--- config.mk ---
export PLATFORM = sky130hd
export DESIGN_NAME = pipeline_hazard_unit_flat
export DESIGN_NICKNAME = d
export VERILOG_FILES = /design/src/rtl/pipeline_hazard_unit_pkg.sv /design/src/rtl/pipeline_hazard_unit_if.sv /design/src/rtl/pipeline_hazard_unit_raw_detect.sv /design/src/rtl/pipeline_hazard_unit.sv /design/src/flat_wrapper.sv
export SDC_FILE = /design/constraint.sdc
export NUM_CORES = 1
export LEC_CHECK = 0
export BUFFER_PORTS_ARGS = -buffer_cell sky130_fd_sc_hd__buf_2
export CORE_UTILIZATION = 36
export DETAILED_ROUTE_END_ITERATION = 8
export PLACE_DENSITY = 0.65
export SETUP_SLACK_MARGIN = 0.3
export SLEW_MARGIN = 0
export SYNTH_ARGS = -nofsm -noshare
export SYNTH_HDL_FRONTEND = slang
export SYNTH_SLANG_ARGS = --single-unit
--- constraint.sdc ---
create_clock -name clk -period 3.3 [get_ports clk]
set_clock_uncertainty 0.05 [all_clocks]
set_input_delay 0.33 -clock clk [delete_from_list [all_inputs] [get_ports clk]]
set_output_delay 0.33 -clock clk [all_outputs]
set_load 0.005 [all_outputs]
--- src/rtl/pipeline_hazard_unit_pkg.sv ---
// Shared types for the pipeline hazard unit: FSM state encoding and
// bit positions of the decode instruction-class vector.
package pipe_pkg;

  typedef enum logic [1:0] {
    ST_IDLE     = 2'd0,
    ST_RUN      = 2'd1,
    ST_FLUSH    = 2'd2,
    ST_MEM_WAIT = 2'd3
  } pipe_state_e;

  // Instruction-class vector layout {store, load, jump, branch}
  localparam int CLS_W      = 4;
  localparam int CLS_BRANCH = 0;
  localparam int CLS_JUMP   = 1;
  localparam int CLS_LOAD   = 2;
  localparam int CLS_STORE  = 3;

  typedef logic [CLS_W-1:0] cls_t;

  // A penalty of N flush cycles loads the down-counter with N-1
  function automatic logic [2:0] penalty_load(input int penalty);
    return 3'(penalty - 1);
  endfunction

endpackage

--- src/rtl/pipeline_hazard_unit_if.sv ---
// Bundle between the pipeline datapath (master) and the hazard unit (slave).
// Handshake: the hazard unit has no valid/ready pair; every enable is a
// same-cycle combinational qualifier on the datapath stage it names, and a
// stage only advances in a cycle where its enable is 1.
interface pipe_hazard_if
  import pipe_pkg::*;
#(
  parameter int REG_AW = 5,
  parameter int NSTAGE = 2
);

  logic                     dec_valid;
  logic [REG_AW-1:0]        dec_rs1;
  logic [REG_AW-1:0]        dec_rs2;
  logic                     dec_use_rs1;
  logic                     dec_use_rs2;
  logic                     dec_is_branch;
  logic                     dec_is_jump;
  logic                     dec_is_load;
  logic                     dec_is_store;
  logic [NSTAGE*REG_AW-1:0] stage_rd;
  logic [NSTAGE-1:0]        stage_wr;
  logic [NSTAGE-1:0]        stage_is_load;
  logic                     br_resolve;
  logic                     br_taken;
  logic                     mem_busy;
  logic                     store_ack;

  logic                     en_fetch;
  logic                     en_decode;
  logic                     en_exec;
  logic                     en_mem;
  logic                     en_regs;
  logic                     bubble_ex;
  logic                     flush_fe;
  logic                     flush_de;
  logic [2:0]               stq_count;
  pipe_state_e              state_dbg;

  modport master (
    output dec_valid, dec_rs1, dec_rs2, dec_use_rs1, dec_use_rs2,
           dec_is_branch, dec_is_jump, dec_is_load, dec_is_store,
           stage_rd, stage_wr, stage_is_load,
           br_resolve, br_taken, mem_busy, store_ack,
    input  en_fetch, en_decode, en_exec, en_mem, en_regs,
           bubble_ex, flush_fe, flush_de, stq_count, state_dbg
  );

  modport slave (
    input  dec_valid, dec_rs1, dec_rs2, dec_use_rs1, dec_use_rs2,
           dec_is_branch, dec_is_jump, dec_is_load, dec_is_store,
           stage_rd, stage_wr, stage_is_load,
           br_resolve, br_taken, mem_busy, store_ack,
    output en_fetch, en_decode, en_exec, en_mem, en_regs,
           bubble_ex, flush_fe, flush_de, stq_count, state_dbg
  );

endinterface

--- src/rtl/pipeline_hazard_unit_raw_detect.sv ---
// Combinational read-after-write detector between the decode sources and
// the destination registers of the downstream stages. With forwarding only
// a load sitting in the nearest stage can still cause a hazard.
module raw_detect #(
  parameter int REG_AW = 5,
  parameter int NSTAGE = 2,
  parameter int FWD_EN = 0
) (
  input  logic                     i_dec_valid,
  input  logic [REG_AW-1:0]        i_rs1,
  input  logic [REG_AW-1:0]        i_rs2,
  input  logic                     i_use_rs1,
  input  logic                     i_use_rs2,
  input  logic [NSTAGE*REG_AW-1:0] i_stage_rd,
  input  logic [NSTAGE-1:0]        i_stage_wr,
  input  logic [NSTAGE-1:0]        i_stage_is_load,
  output logic                     o_raw
);

  logic [NSTAGE-1:0] w_stage_hit;
  logic              w_unused_load;

  // Only stage 0's load flag matters, and only with forwarding enabled
  assign w_unused_load = ^i_stage_is_load;

  for (genvar g = 0; g < NSTAGE; g++) begin : g_stage
    logic [REG_AW-1:0] w_rd;
    logic              w_match;
    logic              w_checked;

    assign w_rd    = i_stage_rd[g*REG_AW +: REG_AW];
    // Register 0 is hard-wired and never creates a dependency
    assign w_match = i_stage_wr[g] && (w_rd != '0) &&
                     (((w_rd == i_rs1) && i_use_rs1) ||
                      ((w_rd == i_rs2) && i_use_rs2));

    if (FWD_EN == 0) begin : g_nofwd
      assign w_checked = 1'b1;
    end else if (g == 0) begin : g_fwd_near
      assign w_checked = i_stage_is_load[0];
    end else begin : g_fwd_far
      assign w_checked = 1'b0;
    end

    assign w_stage_hit[g] = w_match && w_checked;
  end

  assign o_raw = i_dec_valid && (|w_stage_hit);

endmodule

--- src/rtl/pipeline_hazard_unit.sv ---
// Pipeline hazard unit: stalls decode on RAW and store-queue hazards,
// flushes fetch/decode after jumps and taken branches, parks the pipe while
// a load completes and freezes everything while data memory is busy.
module pipeline_hazard_unit
  import pipe_pkg::*;
#(
  parameter int REG_AW      = 5,
  parameter int NSTAGE      = 2,
  parameter int BR_PENALTY  = 2,
  parameter int JMP_PENALTY = 2,
  parameter int STQ_DEPTH   = 2,
  parameter int FWD_EN      = 0
) (
  input logic        clk,
  input logic        rst,
  pipe_hazard_if.slave bus
);

  localparam logic [2:0] BR_LOAD  = penalty_load(BR_PENALTY);
  localparam logic [2:0] JMP_LOAD = penalty_load(JMP_PENALTY);
  localparam logic [2:0] STQ_MAX  = 3'(STQ_DEPTH);

  pipe_state_e r_state;
  pipe_state_e w_state_next;
  logic [2:0]  r_cnt;
  logic [2:0]  w_cnt_next;
  logic [2:0]  r_stq_count;

  cls_t w_cls;
  logic w_unused_cls;
  logic w_raw;
  logic w_store_stall;
  logic w_load_stall;
  logic w_stall;
  logic w_live;
  logic w_br_flush;
  logic w_accept;
  logic w_stq_inc;
  logic w_stq_dec;

  logic w_en_fetch;
  logic w_en_decode;
  logic w_en_exec;
  logic w_en_mem;
  logic w_en_regs;
  logic w_bubble_ex;
  logic w_flush_fe;
  logic w_flush_de;

  assign w_cls[CLS_BRANCH] = bus.dec_is_branch;
  assign w_cls[CLS_JUMP]   = bus.dec_is_jump;
  assign w_cls[CLS_LOAD]   = bus.dec_is_load;
  assign w_cls[CLS_STORE]  = bus.dec_is_store;
  // A branch in decode needs no special handling until it resolves
  assign w_unused_cls      = w_cls[CLS_BRANCH];

  raw_detect #(
    .REG_AW (REG_AW),
    .NSTAGE (NSTAGE),
    .FWD_EN (FWD_EN)
  ) u_raw_detect (
    .i_dec_valid     (bus.dec_valid),
    .i_rs1           (bus.dec_rs1),
    .i_rs2           (bus.dec_rs2),
    .i_use_rs1       (bus.dec_use_rs1),
    .i_use_rs2       (bus.dec_use_rs2),
    .i_stage_rd      (bus.stage_rd),
    .i_stage_wr      (bus.stage_wr),
    .i_stage_is_load (bus.stage_is_load),
    .o_raw           (w_raw)
  );

  // A store may still enter a full queue if one retires in the same cycle;
  // loads wait until every older store has retired.
  assign w_store_stall = bus.dec_valid && w_cls[CLS_STORE] &&
                         (r_stq_count == STQ_MAX) && !bus.store_ack;
  assign w_load_stall  = bus.dec_valid && w_cls[CLS_LOAD] &&
                         (r_stq_count != 3'd0);
  assign w_stall       = w_raw || w_store_stall || w_load_stall;

  // Cycles in which the pipe is actually moving. The first non-busy cycle
  // of MEM_WAIT resumes the pipe, so it is evaluated exactly like RUN.
  assign w_live     = ((r_state == ST_RUN) || (r_state == ST_MEM_WAIT)) &&
                      !bus.mem_busy;
  // A taken branch wins over stalls and over whatever sits in decode
  assign w_br_flush = w_live && bus.br_resolve && bus.br_taken;
  assign w_accept   = w_live && !w_br_flush && bus.dec_valid && !w_stall;

  assign w_stq_inc  = w_accept && w_cls[CLS_STORE];
  assign w_stq_dec  = bus.store_ack && (r_stq_count != 3'd0);

  // FSM state and flush counter register
  always_ff @(posedge clk or posedge rst) begin
    if (rst) begin
      r_state <= ST_IDLE;
      r_cnt   <= 3'd0;
    end else begin
      r_state <= w_state_next;
      r_cnt   <= w_cnt_next;
    end
  end

  // Next-state and stage-enable decode
  always_comb begin
    w_state_next = r_state;
    w_cnt_next   = r_cnt;
    w_en_fetch   = 1'b0;
    w_en_decode  = 1'b0;
    w_en_exec    = 1'b0;
    w_en_mem     = 1'b0;
    w_en_regs    = 1'b0;
    w_bubble_ex  = 1'b0;
    w_flush_fe   = 1'b0;
    w_flush_de   = 1'b0;

    unique case (r_state)
      ST_IDLE: begin
        w_state_next = ST_RUN;
      end

      ST_RUN, ST_MEM_WAIT: begin
        if (bus.mem_busy) begin
          // Frozen; only the memory stage keeps the pending load presented
          w_en_mem = (r_state == ST_MEM_WAIT);
        end else if (w_br_flush) begin
          // Hold the wrong-path fetch/decode and bubble execute
          w_en_exec    = 1'b1;
          w_en_mem     = 1'b1;
          w_en_regs    = 1'b1;
          w_bubble_ex  = 1'b1;
          w_state_next = ST_FLUSH;
          w_cnt_next   = BR_LOAD;
        end else if (w_stall) begin
          w_en_exec    = 1'b1;
          w_en_mem     = 1'b1;
          w_en_regs    = 1'b1;
          w_bubble_ex  = 1'b1;
          w_state_next = ST_RUN;
        end else begin
          w_en_fetch   = 1'b1;
          w_en_decode  = 1'b1;
          w_en_exec    = 1'b1;
          w_en_mem     = 1'b1;
          w_en_regs    = 1'b1;
          w_state_next = ST_RUN;
          if (w_accept && w_cls[CLS_JUMP]) begin
            w_state_next = ST_FLUSH;
            w_cnt_next   = JMP_LOAD;
          end else if (w_accept && w_cls[CLS_LOAD]) begin
            w_state_next = ST_MEM_WAIT;
          end
        end
      end

      ST_FLUSH: begin
        w_flush_fe  = 1'b1;
        w_flush_de  = 1'b1;
        w_bubble_ex = 1'b1;
        if (!bus.mem_busy) begin
          w_en_fetch  = 1'b1;
          w_en_decode = 1'b1;
          w_en_exec   = 1'b1;
          w_en_mem    = 1'b1;
          w_en_regs   = 1'b1;
          if (r_cnt == 3'd0) begin
            w_state_next = ST_RUN;
          end else begin
            w_cnt_next = r_cnt - 3'd1;
          end
        end
      end

      default: begin
        w_state_next = ST_IDLE;
        w_cnt_next   = 3'd0;
      end
    endcase
  end

  // Outstanding store counter; the stall logic keeps it within STQ_DEPTH
  always_ff @(posedge clk or posedge rst) begin
    if (rst) begin
      r_stq_count <= 3'd0;
    end else begin
      unique case ({w_stq_inc, w_stq_dec})
        2'b10:   r_stq_count <= r_stq_count + 3'd1;
        2'b01:   r_stq_count <= r_stq_count - 3'd1;
        default: r_stq_count <= r_stq_count;
      endcase
    end
  end

  assign bus.en_fetch  = w_en_fetch;
  assign bus.en_decode = w_en_decode;
  assign bus.en_exec   = w_en_exec;
  assign bus.en_mem    = w_en_mem;
  assign bus.en_regs   = w_en_regs;
  assign bus.bubble_ex = w_bubble_ex;
  assign bus.flush_fe  = w_flush_fe;
  assign bus.flush_de  = w_flush_de;
  assign bus.stq_count = r_stq_count;
  assign bus.state_dbg = r_state;

endmodule
--- src/flat_wrapper.sv ---
// flat-port wrapper written by rule: the top's interface ports become plain ports
module pipeline_hazard_unit_flat import pipe_pkg::*;
#(
  parameter int REG_AW      = 5,
  parameter int NSTAGE      = 2,
  parameter int BR_PENALTY  = 2,
  parameter int JMP_PENALTY = 2,
  parameter int STQ_DEPTH   = 2,
  parameter int FWD_EN      = 0
)
  (clk, rst, bus_dec_valid, bus_dec_rs1, bus_dec_rs2, bus_dec_use_rs1, bus_dec_use_rs2, bus_dec_is_branch, bus_dec_is_jump, bus_dec_is_load, bus_dec_is_store, bus_stage_rd, bus_stage_wr, bus_stage_is_load, bus_br_resolve, bus_br_taken, bus_mem_busy, bus_store_ack, bus_en_fetch, bus_en_decode, bus_en_exec, bus_en_mem, bus_en_regs, bus_bubble_ex, bus_flush_fe, bus_flush_de, bus_stq_count, bus_state_dbg);
  pipe_hazard_if #(.REG_AW(REG_AW), .NSTAGE(NSTAGE)) bus_i ();
  input logic clk;
  input logic rst;
  input wire logic [$bits(bus_i.dec_valid)-1:0] bus_dec_valid;
  input wire logic [$bits(bus_i.dec_rs1)-1:0] bus_dec_rs1;
  input wire logic [$bits(bus_i.dec_rs2)-1:0] bus_dec_rs2;
  input wire logic [$bits(bus_i.dec_use_rs1)-1:0] bus_dec_use_rs1;
  input wire logic [$bits(bus_i.dec_use_rs2)-1:0] bus_dec_use_rs2;
  input wire logic [$bits(bus_i.dec_is_branch)-1:0] bus_dec_is_branch;
  input wire logic [$bits(bus_i.dec_is_jump)-1:0] bus_dec_is_jump;
  input wire logic [$bits(bus_i.dec_is_load)-1:0] bus_dec_is_load;
  input wire logic [$bits(bus_i.dec_is_store)-1:0] bus_dec_is_store;
  input wire logic [$bits(bus_i.stage_rd)-1:0] bus_stage_rd;
  input wire logic [$bits(bus_i.stage_wr)-1:0] bus_stage_wr;
  input wire logic [$bits(bus_i.stage_is_load)-1:0] bus_stage_is_load;
  input wire logic [$bits(bus_i.br_resolve)-1:0] bus_br_resolve;
  input wire logic [$bits(bus_i.br_taken)-1:0] bus_br_taken;
  input wire logic [$bits(bus_i.mem_busy)-1:0] bus_mem_busy;
  input wire logic [$bits(bus_i.store_ack)-1:0] bus_store_ack;
  output wire logic [$bits(bus_i.en_fetch)-1:0] bus_en_fetch;
  output wire logic [$bits(bus_i.en_decode)-1:0] bus_en_decode;
  output wire logic [$bits(bus_i.en_exec)-1:0] bus_en_exec;
  output wire logic [$bits(bus_i.en_mem)-1:0] bus_en_mem;
  output wire logic [$bits(bus_i.en_regs)-1:0] bus_en_regs;
  output wire logic [$bits(bus_i.bubble_ex)-1:0] bus_bubble_ex;
  output wire logic [$bits(bus_i.flush_fe)-1:0] bus_flush_fe;
  output wire logic [$bits(bus_i.flush_de)-1:0] bus_flush_de;
  output wire logic [$bits(bus_i.stq_count)-1:0] bus_stq_count;
  output wire logic [$bits(bus_i.state_dbg)-1:0] bus_state_dbg;
  assign bus_i.dec_valid = bus_dec_valid;
  assign bus_i.dec_rs1 = bus_dec_rs1;
  assign bus_i.dec_rs2 = bus_dec_rs2;
  assign bus_i.dec_use_rs1 = bus_dec_use_rs1;
  assign bus_i.dec_use_rs2 = bus_dec_use_rs2;
  assign bus_i.dec_is_branch = bus_dec_is_branch;
  assign bus_i.dec_is_jump = bus_dec_is_jump;
  assign bus_i.dec_is_load = bus_dec_is_load;
  assign bus_i.dec_is_store = bus_dec_is_store;
  assign bus_i.stage_rd = bus_stage_rd;
  assign bus_i.stage_wr = bus_stage_wr;
  assign bus_i.stage_is_load = bus_stage_is_load;
  assign bus_i.br_resolve = bus_br_resolve;
  assign bus_i.br_taken = bus_br_taken;
  assign bus_i.mem_busy = bus_mem_busy;
  assign bus_i.store_ack = bus_store_ack;
  assign bus_en_fetch = bus_i.en_fetch;
  assign bus_en_decode = bus_i.en_decode;
  assign bus_en_exec = bus_i.en_exec;
  assign bus_en_mem = bus_i.en_mem;
  assign bus_en_regs = bus_i.en_regs;
  assign bus_bubble_ex = bus_i.bubble_ex;
  assign bus_flush_fe = bus_i.flush_fe;
  assign bus_flush_de = bus_i.flush_de;
  assign bus_stq_count = bus_i.stq_count;
  assign bus_state_dbg = bus_i.state_dbg;
  pipeline_hazard_unit #(.REG_AW(REG_AW), .NSTAGE(NSTAGE), .BR_PENALTY(BR_PENALTY), .JMP_PENALTY(JMP_PENALTY), .STQ_DEPTH(STQ_DEPTH), .FWD_EN(FWD_EN)) u_core (.clk(clk), .rst(rst), .bus(bus_i));
endmodule
Yosys cells after proc, flatten, opt, wreduce, memory -nomap -nowiden
Cells that the tools add are included.
- flip-flop bits (word level): 8
- bits of input ports: 37
- output and inout bits: 13
- add/subtract/negate cells: 3
- equality and inequality tests: 16
- mux-type cells: 29
- reductions and logical operators: 45
- operator list (cell ; number):
    $logic_and A1 B1 Y1 ; 24
    $eq A5 B5 Y1 ; 4
    $mux W3 ; 6
    $mux W2 ; 7
    $pmux W3 S2 ; 2
    $mux W1 ; 10
    $reduce_bool A5 Y1 ; 2
    $eq A2 B2 Y1 const B ; 3
    $ne A2 B2 Y1 const B ; 3
    $pmux W1 S2 ; 3
    $pmux W2 S3 ; 1
    $reduce_and A6 Y1 ; 1
    $sub A3 B1 Y3 const B ; 2
    $logic_or A1 B1 Y1 ; 5
    $eq A2 B1 Y1 const B ; 2
    $logic_not A1 Y1 ; 4
    $reduce_bool A2 Y1 ; 2
    $reduce_or A2 Y1 ; 2
    $add A3 B1 Y3 const B ; 1
    $eq A3 B2 Y1 const B ; 1
    $logic_not A3 Y1 ; 1
    $ne A3 B1 Y1 const B ; 1
    $ne A3 B3 Y1 const B ; 1
    $reduce_and A3 Y1 ; 1
    other kinds (4) ; 4

Longest topological paths before layout
Gate-level depths: netlist of run 1.
- depth after elaboration: 17
- mapped depth: 12

Cells and area by module
From an unflattened synthesis of run 1, not the netlist that was laid out.
- cells, all modules: 99
- area total of the unflattened synthesis: 900.9 µm²
- by module, submodules not included (module ; times used ; cells each ; area each (µm²) ; seq. area each (µm²)):
    pipeline_hazard_unit ; 1 ; 66 ; 634.4 ; 200.2
    raw_detect ; 1 ; 33 ; 266.5 ; 0.0

Worst setup path after synthesis of run 1
Ideal clock, no wire load.
- kind: in2reg
- from: in bus_stage_rd[1]
- to: reg u_core.r_stq_count[2] (netlist: u_core.bus.stq_count[2])
- library setup time: 0.125 ns
- arrival: 2.210 ns
- slack: 0.915 ns
- cell stages on the path: 10
- buffers on the path: 0
- cells stage by stage: or4_1 -> o21a_1 -> a221oi_4 -> nand3_1 -> ha_1 -> inv_1 -> fa_1 -> xor2_1 -> nor2_1 -> xor2_1
- word-level cells in the longest chain between the ends: 13
- RTL lines (item ; line ; text):
    start, declared ; flat_wrapper.sv:24 ; input wire logic [$bits(bus_i.stage_rd)-1:0] bus_stage_rd;
    $eq A5 B5 Y1, on equally long branches ; pipeline_hazard_unit_raw_detect.sv:34, pipeline_hazard_unit_raw_detect.sv:35 ;
    $logic_and A1 B1 Y1, on equally long branches ; pipeline_hazard_unit_raw_detect.sv:34, pipeline_hazard_unit_raw_detect.sv:35 ;
    $logic_or A1 B1 Y1 ; pipeline_hazard_unit_raw_detect.sv:34 ; (((w_rd == i_rs1) && i_use_rs1) ||
    $logic_and A1 B1 Y1 (*) ; pipeline_hazard_unit_raw_detect.sv:33 ; assign w_match = i_stage_wr[g] && (w_rd != '0) &&
    $reduce_or A2 Y1 (*) ; pipeline_hazard_unit_raw_detect.sv:48 ; assign o_raw = i_dec_valid && (|w_stage_hit);
    $logic_and A1 B1 Y1 (*) ; pipeline_hazard_unit_raw_detect.sv:48 ;
    $logic_or A1 B1 Y1 (*) (2 in a row) ; pipeline_hazard_unit.sv:79 ; assign w_stall = w_raw || w_store_stall || w_load_stall;
    $logic_not A1 Y1 (*) ; pipeline_hazard_unit.sv:87 ; assign w_accept = w_live && !w_br_flush && bus.dec_valid && !w_stall;
    $logic_and A1 B1 Y1 (*) ; pipeline_hazard_unit.sv:87 ;
    $logic_and A1 B1 Y1 (*) ; pipeline_hazard_unit.sv:89 ; assign w_stq_inc = w_accept && w_cls[CLS_STORE];
    $eq A2 B1 Y1 or $eq A2 B2 Y1 (tied branches) ; pipeline_hazard_unit.sv:185 ; unique case ({w_stq_inc, w_stq_dec})
    $pmux W3 S2 or $reduce_bool A2 Y1 (tied branches) ; n/a ;
    end signal, assigned ; pipeline_hazard_unit.sv:186 ; 2'b10: r_stq_count <= r_stq_count + 3'd1;
    end signal, assigned ; pipeline_hazard_unit.sv:187 ; 2'b01: r_stq_count <= r_stq_count - 3'd1;
    end signal, assigned ; pipeline_hazard_unit.sv:188 ; default: r_stq_count <= r_stq_count;
    end, declared ; pipeline_hazard_unit.sv:27 ; logic [2:0] r_stq_count;
Mark *: on every way between the ends. The rest lies on a longest branch, timed or not.
A chain may end at the register's enable or synchronous reset.

Worst setup path after layout of run 1
- from: reg u_core.r_state[0] (netlist: u_core.bus.state_dbg[0])
- to: reg u_core.r_stq_count[2] (netlist: u_core.bus.stq_count[2])
- word-level cells in the longest chain between the ends: 12
- RTL lines (item ; line ; text):
    start, declared ; pipeline_hazard_unit.sv:23 ; pipe_state_e r_state;
    start signal, assigned ; pipeline_hazard_unit.sv:98 ; r_state <= w_state_next;
    $eq A2 B1 Y1 or $eq A2 B2 Y1 (tied branches) ; pipeline_hazard_unit.sv:83 ; assign w_live = ((r_state == ST_RUN) || (r_state == ST_MEM_WAIT)) &&
    $logic_or A1 B1 Y1 (*) ; pipeline_hazard_unit.sv:83 ;
    $logic_and A1 B1 Y1 (*) ; pipeline_hazard_unit.sv:83 ;
    $logic_and A1 B1 Y1 (2 in a row) ; pipeline_hazard_unit.sv:86 ; assign w_br_flush = w_live && bus.br_resolve && bus.br_taken;
    $logic_not A1 Y1 ; pipeline_hazard_unit.sv:87 ;
    $logic_and A1 B1 Y1 (*) (3 in a row) ; pipeline_hazard_unit.sv:87 ;
    $logic_and A1 B1 Y1 (*) ; pipeline_hazard_unit.sv:89 ;
    $eq A2 B1 Y1 or $eq A2 B2 Y1 (tied branches) ; pipeline_hazard_unit.sv:185 ;
    $pmux W3 S2 or $reduce_bool A2 Y1 (tied branches) ; n/a ;
Marked as above.

==> results of run 1 <==
==> timing repair <==
| item | 4_1_cts | 5_1_grt |
|---|---|---|
| buffers inserted | 0 | 0 |
| endpoints found under the hold margin | 8 | 0 |
| hold buffers | 1 | 0 |
==> power by group through the flow <==
| stage | Sequential [mW] | Combinational, mW | Clock, mW |
|---|---|---|---|
| 5_1_grt | 0.206 | 0.409 | 0.0797 |
| 3_5_place_dp | 0.197 | 0.358 | 0 |
| 6_report | 0.199 | 0.357 | 0.0703 |
| 2_1_floorplan | 0.181 | 0.257 | 0 |
| 4_1_cts | 0.196 | 0.360 | 0.0711 |
| 3_3_place_gp | 0.194 | 0.349 | 0 |
==> cell type report <==
type | instances | area share
flip-flops and latches | 8 | 0.177
repair buffers | 47 | 0.212
inverters | 10 | 0.0331
clock buffers | 3 | 0.0199
multi-input cells | 81 | 0.528
well taps | 28 | 0.0309
==> kinds of logic (layout without fill, tap and decap cells) <==
kind of cell	count (synthesis)	after routing
compound gates	20	20
simple gates	33	33
buf+inv	15	60
mux	1	1
xor+xnor	23	23
fa+ha+maj	4	4
flops	8	8
==> layer usage <==
layer	GRT usage	part of all wire
met1	0.234	0.46
met2	0.322	0.47
met3	0.0208	0.064
met4	0.0278	0
met5	0	0
==> Yosys cell counts, types with 3 or more instances <==
master / number
a21oi_1: 3
nand2_1: 6
nand4_1: 4
nor2_1: 7
ha_1: 3
xnor2_1: 21
o22ai_1: 3
inv_1: 10
nand3_1: 5
nor2b_1: 3
buf_4: 3
dfrtp_1: 8
o21ai_0: 3
==> worst paths after layout <==
| kind | endpoint | slack [ps] | cells past startpoint |
|---|---|---|---|
| max | u_core.bus.stq_count[2]$_DFFE_PP0P_ | 790 | 11 |
| min | u_core.bus.state_dbg[1]$_DFFE_PP0P_ | 330 | 3 |
| max reg2reg | u_core.bus.stq_count[2]$_DFFE_PP0P_ | 790 | 11 |
| min reg2reg | u_core.r_cnt[1]$_DFFE_PP0P_ | 460 | 1 |
| max in group asynchronous | u_core.bus.stq_count[0]$_DFFE_PP0P_ | 2440 | 3 |
| min in group asynchronous | u_core.bus.stq_count[2]$_DFFE_PP0P_ | 530 | 3 |
==> registers in the layout (all words and copies together) (netlist names) <==
signal                count
u_core.bus.state_dbg      2
u_core.bus.stq_count      3
u_core.r_cnt              3
==> critical path: cells and delay by family (launching register included) <==
kind,cells,cell delay [ps]
adder cells (fa/ha/maj),2,560
XOR/XNOR,2,290
flip-flops,1,510
buffers and inverters,2,130
AND/OR/NAND/NOR,5,890
==> impl_metrics.py, run 1 <==
metrics = {
    "run_status": {
        "run_status": "finished, final reports clean",
    },
    "critical_path": {
        "crit_top_cell": "nand3_1",
        "cp_max_fo": 10,
        "required_ps": 3420,
        "slowest_stage": "dfrtp_1",
        "cpPeakStageDelay_ps": 510,
        "cp-end-kind": "flop",
        "crit_path_start": "u_core.bus.state_dbg[0]$_DFFE_PP0P_",
        "critical_path.cell_chain": "nor2b_1 > nand3_1 > nand3_1 > inv_1 > nand3_1 > ha_1 > inv_1 > fa_1 > xor2_1 > nor2_1 > xor2_1",
        "reg2reg_from": "u_core.bus.state_dbg[0]$_DFFE_PP0P_",
        "arrival_ps": 2630,
        "worst-setup-path-type": "reg -> reg",
        "start_kind": "flop",
    },
    "drt": {
        "ant_nets": 0,
        "drt-total-wl_um": 2130,
        "route.detailed.drc": 0,
        "num_vias": 876,
        "drt_iter0_markers": 29,
        "wire_per_inst_um": 12.0,
        "via_per_inst": 4.95,
        "firstDrtPassIters": 4,
    },
    "placement": {
        "io_buffers": 46,
        "dp.cells": 173,
        "dp_hpwl_um": 1810,
        "place_congestion": 0.877,
        "dpl-instance-area_um2": 1100,
        "dp_slack_ps": 632,
    },
    "yosys": {
        "synth.area.mux_share": 0.0116,
        "synth_warnings": 0,
        "yosysTopAreaCell": "dfrtp_1",
        "ys_seq_area_frac": 0.231,
        "ys_top_cells_by_area": "dfrtp_1 23%, xnor2_1 21%, ha_1 4.3%",
        "synthAdderAreaFrac": 0.0665,
        "synth-edff-count": 0,
        "synth-compound-area-share": 0.179,
        "ys_async_sr_fraction": 1.00,
        "synth_top_area_frac": 0.231,
        "synth_nets": 145,
        "synth_simple_gate_area_share": 0.201,
        "synth-xor-area-share": 0.233,
        "synthesis.area_um2": 866,
        "synth-main-ff-cell": "dfrtp_1",
        "synth_area_per_cell_um2": 8.33,
        "ys_ff_latch": 8,
        "syn_inst": 104,
        "synth_top_family_by_area": "XOR/XNOR gates",
        "yosysUniqueCellTypes": 30,
    },
    "floorplanning": {
        "io_pins": 50,
        "die_area_um2": 2610,
        "num_rows": 17,
        "fp.dieW_um": 51.0,
        "die_y_um": 51.0,
        "start_util": 0.388,
        "core_um2": 2230,
    },
    "clock_tree": {
        "cts_resized": 0,
        "htreeDepth": 1,
        "clk_latency_ps": 240,
        "cts-buffers-inserted": 3,
        "cts_tree": "yes",
        "clock_tree.buffer_depth": 2,
        "clk_pin_slew_worst_paths_ps": 50,
        "clock-root-buffer": "clkbuf_4",
        "numClockSinks": 8,
    },
    "global_route": {
        "grt_usage": 0.180,
        "grt_antenna_before_repair": 0,
        "grt_overflow_total": 0,
        "grt_pass1_vias": 886,
        "grt_max_degree": 11,
        "grt_pass1_wl_um": 3640,
    },
    "power": {
        "pwr-share-comb": 0.570,
        "p_leak_nw": 0.535,
        "pwr-share-seq": 0.318,
        "vdd_drop_max_mv": 0.453,
        "internal-power_mw": 0.363,
        "pwr-share-clk": 0.112,
        "finalPower_mw": 0.626,
        "p_switching_mw": 0.263,
        "sw_frac_of_total": 0.420,
        "power.density_nw_per_um2": 552,
    },
    "sta": {
        "report.final.hold_viol_count": 0,
        "finalCritPeriodShare": 0.761,
        "maxSlewViolCount": 0,
        "fin_ws_ps": 790,
        "finalSetupViolations": 0,
        "setup_tns_ps": 0,
        "relSlewSlack": 0.765,
        "worstMarginPinSlew_ps": 352,
        "rsz0062_at_grt": "no",
        "fin_crit_ps": 2510,
        "timing.fmax_ghz": 0.398,
        "holdWs_ps": 335,
    },
    "worst_hold_path": {
        "hold_path_startpoint": "bus_dec_is_jump",
        "hold_class": "in -> reg",
    },
    "final_layout": {
        "post-route-util": 0.508,
        "multi_input_area_um2": 598,
        "regArea_um2": 200,
        "fin_area_um2": 1130,
        "syn_to_final_growth_pct": 30.9,
        "finalNonFillerCells": 177,
        "layout_common_cells": "46 x buf_2, 21 x xnor2_1, 10 x inv_1, 8 x dfrtp_1, 7 x nor2_1",
        "final_layout_size_suffix_gt1_frac": 0.349,
        "n_antenna_cell": 0,
        "num-fill-cells": 233,
        "nets": 192,
        "final_common_cell": "buf_2",
    },
    "job": {
        "max_cap_viol_count": 0,
    },
}
Note: power is estimated with default switching activity, not from simulation.
==> run 2: changes to the inputs <==
Clock period 3.3 ns to 2.36 ns, I/O delays scaled along.
==> run 2 against run 1 <==
Net effect: die area unchanged; hold slack worse by 100 ps; non-clock buffer count rose by 13; critical path type is now in -> reg; sequential share of layout area fell by 2.0 points; power increased by 58%; sequential power is 24% higher.
==> impl_metrics.py, run 2 (synthesis gave the netlist of run 1 again) <==
metrics = {
    "clock_tree": {
        "clock_tree.buffer_depth": 2,
        "htreeDepth": 1,
        "cts-buffers-inserted": 3,
        "cts_tree": "yes",
        "clk_pin_slew_worst_paths_ps": 50,
        "numClockSinks": 8,
        "clk_latency_ps": 250,
        "clock-root-buffer": "clkbuf_4",
    },
    "final_layout": {
        "final_layout_size_suffix_gt1_frac": 0.463,
        "syn_to_final_growth_pct": 48.0,
        "n_antenna_cell": 0,
        "final_common_cell": "buf_2",
        "fin_area_um2": 1280,
        "layout_common_cells": "45 x buf_2, 21 x xnor2_1, 13 x buf_4, 9 x inv_1, 8 x dfrtp_1",
        "nets": 205,
    },
    "placement": {
        "place_congestion": 0.918,
        "io_buffers": 46,
        "dpl-instance-area_um2": 1190,
        "dp_hpwl_um": 1930,
    },
    "worst_hold_path": {
        "hold_class": "in -> reg",
        "hold_path_depth": 3,
    },
    "drt": {
        "drt_iter0_markers": 7,
        "wire_per_inst_um": 12.3,
        "firstDrtPassIters": 4,
        "ant_nets": 0,
        "drt-total-wl_um": 2330,
        "num_vias": 924,
        "route.detailed.drc": 0,
        "via_per_inst": 4.86,
    },
    "global_route": {
        "grt_overflow_total": 0,
        "grt_pass1_vias": 903,
        "grt_usage": 0.195,
        "grt_max_degree": 11,
        "grt_pass1_wl_um": 3830,
        "grt_antenna_before_repair": 0,
    },
    "critical_path": {
        "slowest_stage": "or4_4",
        "ff2ff_setup_slack_ps": 260,
        "worst-setup-path-type": "in -> reg",
        "cp_max_fo": 2,
        "cp-end-kind": "flop",
        "critical_path.cell_chain": "buf_6 > or4_4 > o21a_1 > a221oi_4 > nand3_1 > ha_2 > inv_2 > fa_1 > xor2_1 > nor2_1 > xor2_1",
        "crit_family": "simple AND/OR/NAND/NOR gates",
        "required_ps": 2440,
        "start_kind": "input pin",
        "crit_cells": 11,
        "ff2ff_path_depth": 11,
        "arrival_ps": 2240,
        "path_buf_inv": 2,
        "crit_top_cell": "xor2_1",
        "cpPeakStageDelay_ps": 520,
    },
    "job": {
        "max_cap_viol_count": 0,
    },
    "sta": {
        "rsz0062_at_grt": "yes",
        "worstMarginPinSlew_ps": 366,
        "finalSetupViolations": 0,
        "timing.fmax_ghz": 0.463,
        "fin_crit_ps": 2160,
        "maxSlewViolCount": 0,
        "relSlewSlack": 0.755,
        "report.final.hold_viol_count": 0,
        "finalCritPeriodShare": 0.916,
    },
    "floorplanning": {
        "io_pins": 50,
        "fp.dieW_um": 51.0,
        "core_um2": 2230,
        "num_rows": 17,
        "die_y_um": 51.0,
        "die_area_um2": 2610,
        "start_util": 0.388,
    },
    "power": {
        "p_leak_nw": 0.611,
        "finalPower_mw": 0.989,
        "power.density_nw_per_um2": 772,
        "vdd_drop_max_mv": 0.665,
    },
    "run_status": {
        "run_status": "finished, final reports clean",
    },
}
run 2: changes by cell type in the layout (fill, tap and decap cells not counted), sizes merged:
cell | previous run | this run
buf | 46 | 59
run 2: per-layer routing:
layer | GRT usage | wire (µm)
met4 | 0.0556 | 16
met5 | 0 | 0
met2 | 0.320 | 1070
met1 | 0.251 | 1120
met3 | 0.0476 | 125
run 2: worst reg2reg max path: cells and delay by family (launching register included):
family	cells	cell delay, ps
fa+ha+maj	2	560
flops	1	390
simple gates	5	620
xor+xnor	2	320
compound gates	1	50
buf+inv	1	40
run 2: final timing paths:
kind / startpoint / end
min reg2reg: u_core.r_cnt[1]$_DFFE_PP0P_ / u_core.r_cnt[1]$_DFFE_PP0P_
max reg2reg: u_core.bus.stq_count[2]$_DFFE_PP0P_ / u_core.bus.stq_count[2]$_DFFE_PP0P_
max in group asynchronous: rst / u_core.bus.stq_count[2]$_DFFE_PP0P_
max: bus_stage_rd[1] / u_core.bus.stq_count[2]$_DFFE_PP0P_
min in group asynchronous: rst / u_core.r_cnt[0]$_DFFE_PP0P_
min: bus_dec_is_jump / u_core.bus.state_dbg[1]$_DFFE_PP0P_
run 2: repair_timing:
action,CTS,global route
gates resized for setup,10,3
cloned,0,0
hold endpoints to repair,8,0
pin swaps,8,1
endpoints found under the setup margin,5,5
buffers inserted,2,0
hold buffers,1,0
run 2: per-stage QoR:
stage               setup TNS (ps)  setup slack, ps  hold slack [ps]  instances   util
floorplan                        0             69.0             1.66        104      -
global placement              -107            -66.5              127        184  0.531
detailed placement            -201             -113              136        184  0.531
CTS                              0              201              221        190  0.566
global route                     0             93.3              239        190  0.574
finish                           0              199              233        190  0.574
run 2: area by class of cell:
cell class / count / area, µm²
fillers: 220 / 952
multi-input cells: 81 / 642
repair buffers: 60 / 344
flip-flops and latches: 8 / 200
inverters: 10 / 37.5
well taps: 28 / 35.0
clock buffers: 3 / 22.5
run 2: where the power goes:
group / switching [mW] / leakage [nW] / internal [mW] / total [mW]
Sequential: 0.0468 / 0.0959 / 0.201 / 0.247
Combinational: 0.315 / 0.502 / 0.327 / 0.641
Clock: 0.0427 / 0.0138 / 0.0579 / 0.101
Total: 0.404 / 0.611 / 0.585 / 0.989
==> run 3: changes to the inputs <==
==> constraint.sdc (replaced) <==
create_clock -name clk -period 2.36 [get_ports clk]
set_clock_uncertainty 0.05 [all_clocks]
set_input_delay 0.118 -clock clk [delete_from_list [all_inputs] [get_ports clk]]
set_output_delay 0.118 -clock clk [all_outputs]
set_load 0.005 [all_outputs]
==> run 3 against run 2 <==
Net effect: critical endpoint unchanged; register-to-register slack worse by 30 ps; clock power up 6%; via count up 1.7%; die area unchanged.
==> impl_metrics.py, run 3 (synthesis gave the netlist of run 1 again) <==
metrics = {
    "drt": {
        "firstDrtPassIters": 4,
        "num_vias": 940,
        "via_per_inst": 5.08,
        "ant_nets": 0,
        "wire_per_inst_um": 12.4,
        "drt-total-wl_um": 2290,
        "route.detailed.drc": 0,
        "drt_iter0_markers": 12,
    },
    "power": {
        "p_leak_nw": 0.586,
        "vdd_drop_max_mv": 0.630,
        "sw_frac_of_total": 0.416,
        "p_switching_mw": 0.424,
        "pwr-share-clk": 0.105,
        "pwr-share-comb": 0.644,
        "internal-power_mw": 0.595,
        "pwr-share-seq": 0.251,
        "power.density_nw_per_um2": 825,
    },
    "floorplanning": {
        "die_area_um2": 2610,
        "start_util": 0.388,
        "core_um2": 2230,
        "io_pins": 50,
        "num_rows": 17,
        "fp.dieW_um": 51.0,
        "die_y_um": 51.0,
    },
    "placement": {
        "dp_hpwl_um": 1840,
        "io_buffers": 46,
        "dp.cells": 176,
        "place_congestion": 0.879,
    },
    "critical_path": {
        "critical_path.cell_chain": "nor4b_2 > nor2_1 > nor2_2 > a221oi_4 > nand3_1 > ha_2 > inv_2 > fa_2 > xor2_1 > nor2_1 > xor2_1",
        "ff2ff_path_depth": 11,
        "crit_path_end": "u_core.bus.stq_count[2]$_DFFE_PP0P_",
        "arrival_ps": 2260,
        "worst-setup-path-type": "reg -> reg",
        "cpPeakStageDelay_ps": 410,
        "path_buf_inv": 1,
        "required_ps": 2490,
        "crit_family": "simple AND/OR/NAND/NOR gates",
        "slowest_stage": "dfrtp_1",
        "crit_path_start": "u_core.bus.stq_count[2]$_DFFE_PP0P_",
        "r2r_end": "u_core.bus.stq_count[2]$_DFFE_PP0P_",
        "cp-end-kind": "flop",
        "ff2ff_setup_slack_ps": 230,
        "cp_max_fo": 2,
        "start_kind": "flop",
        "reg2reg_from": "u_core.bus.stq_count[2]$_DFFE_PP0P_",
        "crit_cells": 11,
    },
    "clock_tree": {
        "htreeDepth": 1,
        "cts-buffers-inserted": 3,
        "clk_pin_slew_worst_paths_ps": 60,
        "clk_latency_ps": 260,
        "cts_tree": "yes",
        "clock_tree.buffer_depth": 2,
        "numClockSinks": 8,
        "clock-root-buffer": "clkbuf_4",
    },
    "run_status": {
        "run_status": "finished, final reports clean",
    },
    "sta": {
        "setup_tns_ps": 0,
        "finalSetupViolations": 0,
        "fin_crit_ps": 2130,
        "report.final.hold_viol_count": 0,
        "maxSlewViolCount": 0,
        "rsz0062_at_grt": "yes",
        "finalCritPeriodShare": 0.904,
        "timing.fmax_ghz": 0.469,
        "worstMarginPinSlew_ps": 330,
        "relSlewSlack": 0.777,
    },
    "final_layout": {
        "nets": 200,
        "layout_common_cells": "46 x buf_2, 21 x xnor2_1, 9 x inv_1, 8 x dfrtp_1, 7 x buf_4",
        "final_common_cell": "buf_2",
        "final_layout_size_suffix_gt1_frac": 0.433,
        "syn_to_final_growth_pct": 42.6,
        "n_antenna_cell": 0,
        "finalNonFillerCells": 185,
        "num-fill-cells": 231,
    },
    "global_route": {
        "grt_pass1_wl_um": 3800,
        "grt_overflow_total": 0,
        "grt_antenna_before_repair": 0,
        "grt_usage": 0.188,
        "grt_pass1_vias": 894,
        "grt_max_degree": 11,
    },
    "job": {
        "max_cap_viol_count": 0,
    },
    "worst_hold_path": {
        "hold_class": "in -> reg",
    },
}
-- run 3: cell type report --
class,count,area (µm²),share of cell area
Multi-Input combinational cell,81,636,0.515
Timing Repair Buffer,55,304,0.246
Sequential cell,8,200,0.162
Inverter,10,37.5,0.0304
Tap cell,28,35.0,0.0284
Clock buffer,3,22.5,0.0182
-- run 3: per-stage QoR --
stage                     area, µm²  worst slack (ps)  hold slack (ps)   util  power [mW]
after floorplan                 877               192             -116      -       0.624
after detailed placement       1130              6.98             18.2  0.508       0.827
after global routing           1230              70.4              123  0.553        1.12
final                          1230               226              124  0.553        1.02
after CTS                      1210               210              116  0.541       0.989
after global placement         1130              58.6             11.5  0.508       0.808
-- run 3: timing repair --
action,in CTS,in global routing
hold endpoints to repair,8,0
gates resized for setup,6,3
endpoints found under the setup margin,5,5
pin swaps,8,9
cloned,0,0
buffers inserted,2,3
hold buffers,1,0
-- run 3: worst min path at each step --
| stage | from | to | slack [ps] | cells after the start |
|---|---|---|---|---|
| after floorplan | rst | u_core.bus.state_dbg[0]$_DFFE_PP0P_ | -120 | 1 |
| after global placement | rst | u_core.bus.stq_count[0]$_DFFE_PP0P_ | 10 | 2 |
| after detailed placement | rst | u_core.r_cnt[1]$_DFFE_PP0P_ | 20 | 2 |
| after CTS | bus_dec_is_jump | u_core.bus.state_dbg[1]$_DFFE_PP0P_ | 120 | 3 |
| after global routing | bus_dec_is_jump | u_core.bus.state_dbg[1]$_DFFE_PP0P_ | 120 | 3 |
| final | bus_dec_is_jump | u_core.bus.state_dbg[1]$_DFFE_PP0P_ | 120 | 3 |
-- run 3: tightest hold or removal path: cells and delay by family --
family	cells	cell delay (ps)
and+or+nand+nor	1	90
AOI/OAI and AO/OA	1	80
buffers and inverters	1	100
-- run 3: power by group through the flow --
stage	sequential (mW)	combinational [mW]	clock (mW)
after global placement	0.249	0.559	0
after floorplan	0.253	0.371	0
final	0.256	0.656	0.107
after CTS	0.252	0.630	0.107
after global routing	0.263	0.739	0.117
after detailed placement	0.251	0.576	0
-- run 3: per-layer routing --
metal / track usage / part of all wire / vias up
met3: 0.0238 / 0.052 / 4
li1: - / - / 466
met4: 0.0648 / 0.013 / 0
met5: 0 / 0 / -
met2: 0.307 / 0.48 / 34
met1: 0.253 / 0.45 / 436
